===== src/rtl/demux4_stream.sv =====
// rtl/demux4_stream.sv - registered 1-to-4 valid/ready stream demultiplexer
//
// Purpose: accepts one input stream and routes each beat to one of four
//   one-entry output registers. sel_i chooses the register. Each beat is
//   held there until that channel's consumer takes it.
//   Optional feature macro: DEMUX4_PKT_LOCK_EN. When it is defined, a packet
//   is pinned to the channel selected on its first beat until last_i.
// Ports:
//   clk_i    rising-edge clock
//   rst_i    synchronous active-high reset
//   d_i      input beat data (WIDTH bits)
//   last_i   input beat is the last beat of its packet
//   valid_i  input beat valid
//   ready_o  input beat accepted when valid_i & ready_o
//   sel_i    destination channel 0..3
//   res_o    channel k data = res_o[k*WIDTH +: WIDTH]
//   last_o   per-channel last flag
//   valid_o  per-channel valid
//   ready_i  per-channel consumer ready
//   busy_o   any channel holds a beat, or a packet is locked
module demux4_stream #(
  parameter int WIDTH = 8
) (
  input  logic               clk_i,
  input  logic               rst_i,
  input  logic [WIDTH-1:0]   d_i,
  input  logic               last_i,
  input  logic               valid_i,
  output logic               ready_o,
  input  logic [1:0]         sel_i,
  output logic [4*WIDTH-1:0] res_o,
  output logic [3:0]         last_o,
  output logic [3:0]         valid_o,
  input  logic [3:0]         ready_i,
  output logic               busy_o
);

  logic [4*WIDTH-1:0] res_q, res_d;
  logic [3:0]         last_q, last_d;
  logic [3:0]         valid_q, valid_d;
  logic [1:0]         sel_eff;
  logic               accept;
  logic               locked;

`ifdef DEMUX4_PKT_LOCK_EN
  typedef enum logic {IDLE = 1'b0, LOCKED = 1'b1} state_t;

  state_t     state_q, state_d;
  logic [1:0] lock_q, lock_d;

  always_ff @(posedge clk_i) begin
    if (rst_i) begin
      state_q <= IDLE;
      lock_q  <= 2'd0;
    end else begin
      state_q <= state_d;
      lock_q  <= lock_d;
    end
  end

  // A multi-beat packet locks onto the channel chosen by its first beat.
  // A single-beat packet (last_i on the first beat) never leaves IDLE.
  always_comb begin
    state_d = state_q;
    lock_d  = lock_q;
    case (state_q)
      IDLE: begin
        if (accept && !last_i) begin
          state_d = LOCKED;
          lock_d  = sel_i;
        end
      end
      LOCKED: begin
        if (accept && last_i) begin
          state_d = IDLE;
        end
      end
      default: state_d = IDLE;
    endcase
  end

  assign locked  = (state_q == LOCKED);
  assign sel_eff = locked ? lock_q : sel_i;
`else
  assign locked  = 1'b0;
  assign sel_eff = sel_i;
`endif

  // A full channel can still take a beat when it drains in the same cycle.
  // This gives one beat per cycle into a single channel.
  assign ready_o = ~valid_q[sel_eff] | ready_i[sel_eff];
  assign accept  = valid_i & ready_o;

  always_comb begin
    valid_d = valid_q;
    res_d   = res_q;
    last_d  = last_q;
    for (int k = 0; k < 4; k++) begin
      if (valid_q[k] && ready_i[k]) begin
        valid_d[k] = 1'b0;
      end
      // The load is applied after the drain. Drain and load in the same
      // cycle therefore leave the channel valid with the new beat.
      if (accept && (sel_eff == 2'(k))) begin
        valid_d[k]                = 1'b1;
        res_d[k*WIDTH +: WIDTH]   = d_i;
        last_d[k]                 = last_i;
      end
    end
  end

  always_ff @(posedge clk_i) begin
    if (rst_i) begin
      valid_q <= 4'b0000;
      res_q   <= '0;
      last_q  <= 4'b0000;
    end else begin
      valid_q <= valid_d;
      res_q   <= res_d;
      last_q  <= last_d;
    end
  end

  assign res_o   = res_q;
  assign last_o  = last_q;
  assign valid_o = valid_q;
  assign busy_o  = (|valid_q) | locked;

endmodule


===== config.mk =====
export PLATFORM = sky130hd
export DESIGN_NAME = demux4_stream
export DESIGN_NICKNAME = d
export VERILOG_FILES = /design/src/rtl/demux4_stream.sv
export SDC_FILE = /design/constraint.sdc
export NUM_CORES = 1
export LEC_CHECK = 0
export ABC_AREA = 1
export BUFFER_PORTS_ARGS = -buffer_cell sky130_fd_sc_hd__clkbuf_2
export CORE_ASPECT_RATIO = 0.6
export CORE_MARGIN = 4
export CORE_UTILIZATION = 40
export DETAILED_ROUTE_END_ITERATION = 16
export GPL_ROUTABILITY_DRIVEN = 0
export PLACE_DENSITY = 0.73
export SLEW_MARGIN = 30
export SYNTH_ARGS = -nofsm -noshare
export SYNTH_HDL_FRONTEND = slang
export SYNTH_SLANG_ARGS = --single-unit

===== constraint.sdc =====
create_clock -name clk_i -period 1.1 [get_ports clk_i]
set_input_delay 0.055 -clock clk_i [delete_from_list [all_inputs] [get_ports clk_i]]
set_output_delay 0.055 -clock clk_i [all_outputs]
set_load 0.02 [all_outputs]

==> flow_metrics.py <==
metrics = {
    "hold_path": {
        "hp-class": "input pin to flip-flop",
        "hold_depth": 2,
        "hold_start": "rst_i",
    },
    "layout": {
        "syn2layout_area_growth_pct": 49.08,
        "nNetsFinal": 426,
        "postLayoutCoreUtil_pct": 64.03,
        "instances_no_fill": 472,
        "drive_gt1_share_pct": 35.94,
        "fillers": 419,
        "diodes": 0,
    },
    "pwr": {
        "p_leak_nw": 1.620,
        "power_w": 0.003460,
        "vdd_ir_drop_max_v": 0.0006523,
        "powerDensity_mw_per_mm2": 1142,
    },
    "setup_path": {
        "rr_worst_depth": 12,
        "r2r_start": "valid_o[3]$_SDFFE_PP0P_",
        "path_class": "flip-flop to output port",
        "cpMaxStageDelayCell": "or4_4",
        "cpPeakStageDelay_ps": 530,
        "worstPathArrival_ps": 1420,
        "crit_fanout": 2,
        "crit_path_start_kind": "flip-flop",
        "crit_start": "valid_o[1]$_SDFFE_PP0P_",
        "cp-end-kind": "output port",
        "worstPathCellList": "buf_6 -> or4_4 -> buf_8",
        "cp_data_required_time_ps": 1040,
    },
    "logic_synthesis": {
        "synthFlopType": "dfxtp_1",
        "netlist_top_cells_count": "89 x nand2_1, 85 x inv_1, 40 x dfxtp_1, 38 x nor2_1, 36 x nand4_1",
        "syn_inst": 321,
        "synth_edf_count": 0,
        "syn_nets": 339,
        "synth_top_area_cell": "dfxtp_1",
        "yosysMostFrequentCell": "nand2_1",
        "synth.cell_area_mm2": 0.002032,
        "netlist_top_cells_area": "dfxtp_1 39%, nand2_1 16%, inv_1 16%, nand4_1 11%, nor2_1 7.0%",
        "synth.distinct_cells": 19,
        "synth-seq-cells": 40,
        "synth_top_area_share_pct": 39.41,
        "ys_async_sr_fraction_pct": 0,
        "yosysWarnings": 0,
        "syn_avg_cell_area_um2": 6.330,
        "synth_seq_area_share_pct": 39.41,
    },
    "die": {
        "start_util_pct": 42.95,
        "die_h_um": 63.21,
        "core_area_mm2": 0.004731,
        "ios": 60,
        "rows": 19,
        "design.die.area_mm2": 0.006322,
        "die_w_um": 100.0,
    },
    "global_routing": {
        "grt-ovfl-total": 0,
        "globalRouteTotalUtil_pct": 19.77,
        "grt_antenna_before_repair": 0,
        "grt_first_pass_wirelength_um": 10010,
        "grt_max_degree": 45,
        "grt_pass1_vias": 2105,
    },
    "placement": {
        "place_inst": 447,
        "dpl.hpwl_um": 3867,
        "io_buffers": 59,
    },
    "clock_network": {
        "clk_latency_ps": 290,
        "cts.sinks": 40,
        "cts_tree": "built",
        "clk_pin_slew_ps": 80,
        "cts_made_buffers": 5,
        "cts_max_level": 2,
        "clockRootBuffer": "clkbuf_8",
        "clockBufferDepth": 2,
        "postCtsHoldBufs": 0,
    },
    "sta": {
        "tightest_slew_ps": 237.0,
        "slew_headroom_pct": 84.20,
        "max_freq_mhz": 676.1,
        "min_period_ps": 1479,
        "setup_viol": 42,
        "hold_viol_final": 0,
        "clock_skew_ps": 6.143,
        "finalCritPeriodShare_pct": 134.5,
        "rsz0062_at_grt": "true",
        "fin_ws_ps": -379.0,
        "drv_slew": 0,
    },
    "drt": {
        "drtPass1Iterations": 4,
        "vias": 2223,
        "drtAntennaViolNets": 0,
        "drt-initial-drc-count": 200,
        "vias_per_cell": 4.710,
        "drcViolationCount": 0,
        "wl_per_cell_um": 13.07,
        "drt-total-wl_um": 6167,
    },
    "outcome": {
        "violations": "negative setup slack",
        "status": "finished, violations left",
    },
    "run": {
        "maxCapViolCount": 0,
    },
}
[cell type report]
type	instances	area, um2	share of cell area, %
clock buffers	8	100.1	3.304
inverters	89	334.1	11.03
multi-input cells	182	977.2	32.26
flip-flops and latches	40	815.8	26.93
well taps	63	78.83	2.602
repair buffers	90	723.2	23.87
[registers in the layout, indices dropped and copies added, names as in the netlist]
signal and flops:
valid_o 4, res_o 32, last_o 4
[layer usage]
layer / wire length [um] / global-route usage, % / part of all wire, %
met3: 689 / 5.292 / 11
met2: 2738 / 31.06 / 44
met5: 0 / 0 / 0
met1: 2706 / 27.36 / 44
met4: 32 / 3.866 / 0.52
[through the flow]
stage	hold WS (ps)	instance area, um2	setup TNS [ps]	setup slack (ps)
finish	23.55	3029	-10900	-379.0
global route	10.81	3029	-14750	-432.3
CTS	14.81	2995	-11970	-394.4
detailed placement	307.4	2535	-5751	-184.8
global placement	313.3	2535	-4543	-150.9
floorplan	114.4	2049	-1212	-42.69
[path summary, 6_finish.rpt]
path	to	slack (ps)
worst min register to register	res_o[0]$_SDFFE_PP0P_	500
worst min-delay path	valid_o[3]$_SDFFE_PP0P_	20
worst max-delay path	busy_o	-380
worst max register to register	res_o[8]$_SDFFE_PP0P_	-330
[where the power goes]
group,switching (W),total [W],internal [W]
sequential,0.0000408,0.00156,0.00152
combinational,0.000505,0.000836,0.000331
clock,0.000492,0.00106,0.000572
[cell usage in the layout, fill, tap and decap left out, drive strengths merged, types with 2 or more instances in the layout]
| cell | count |
|---|---|
| a21oi | 4 |
| buf | 32 |
| clkbuf | 66 |
| clkinv | 2 |
| dfxtp | 40 |
| inv | 87 |
| nand2 | 90 |
| nand3 | 11 |
| nand4 | 36 |
| nor2 | 40 |
[timing repair]
item,CTS,global route
pin swaps,42,25
buffers inserted,11,1
cloned,7,1
resized for setup,29,34
endpoints found under the setup margin,42,43
[worst max-delay path, delay by kind of cell (launching register included)]
family	cells	cell delay (ps)
AND/OR/NAND/NOR	1	530
buffers and inverters	2	260
flip-flops	1	350
[cell families (layout without fill, tap and decap cells)]
group / after synthesis / count (layout) / share of synthesized area (%)
buffers and inverters: 103 / 187 / 19.95
DFF: 40 / 40 / 39.41
AOI/OAI and AO/OA: 4 / 4 / 0.9853
and+or+nand+nor: 174 / 178 / 39.66
No activity file was read; power rests on OpenSTA's default activity.
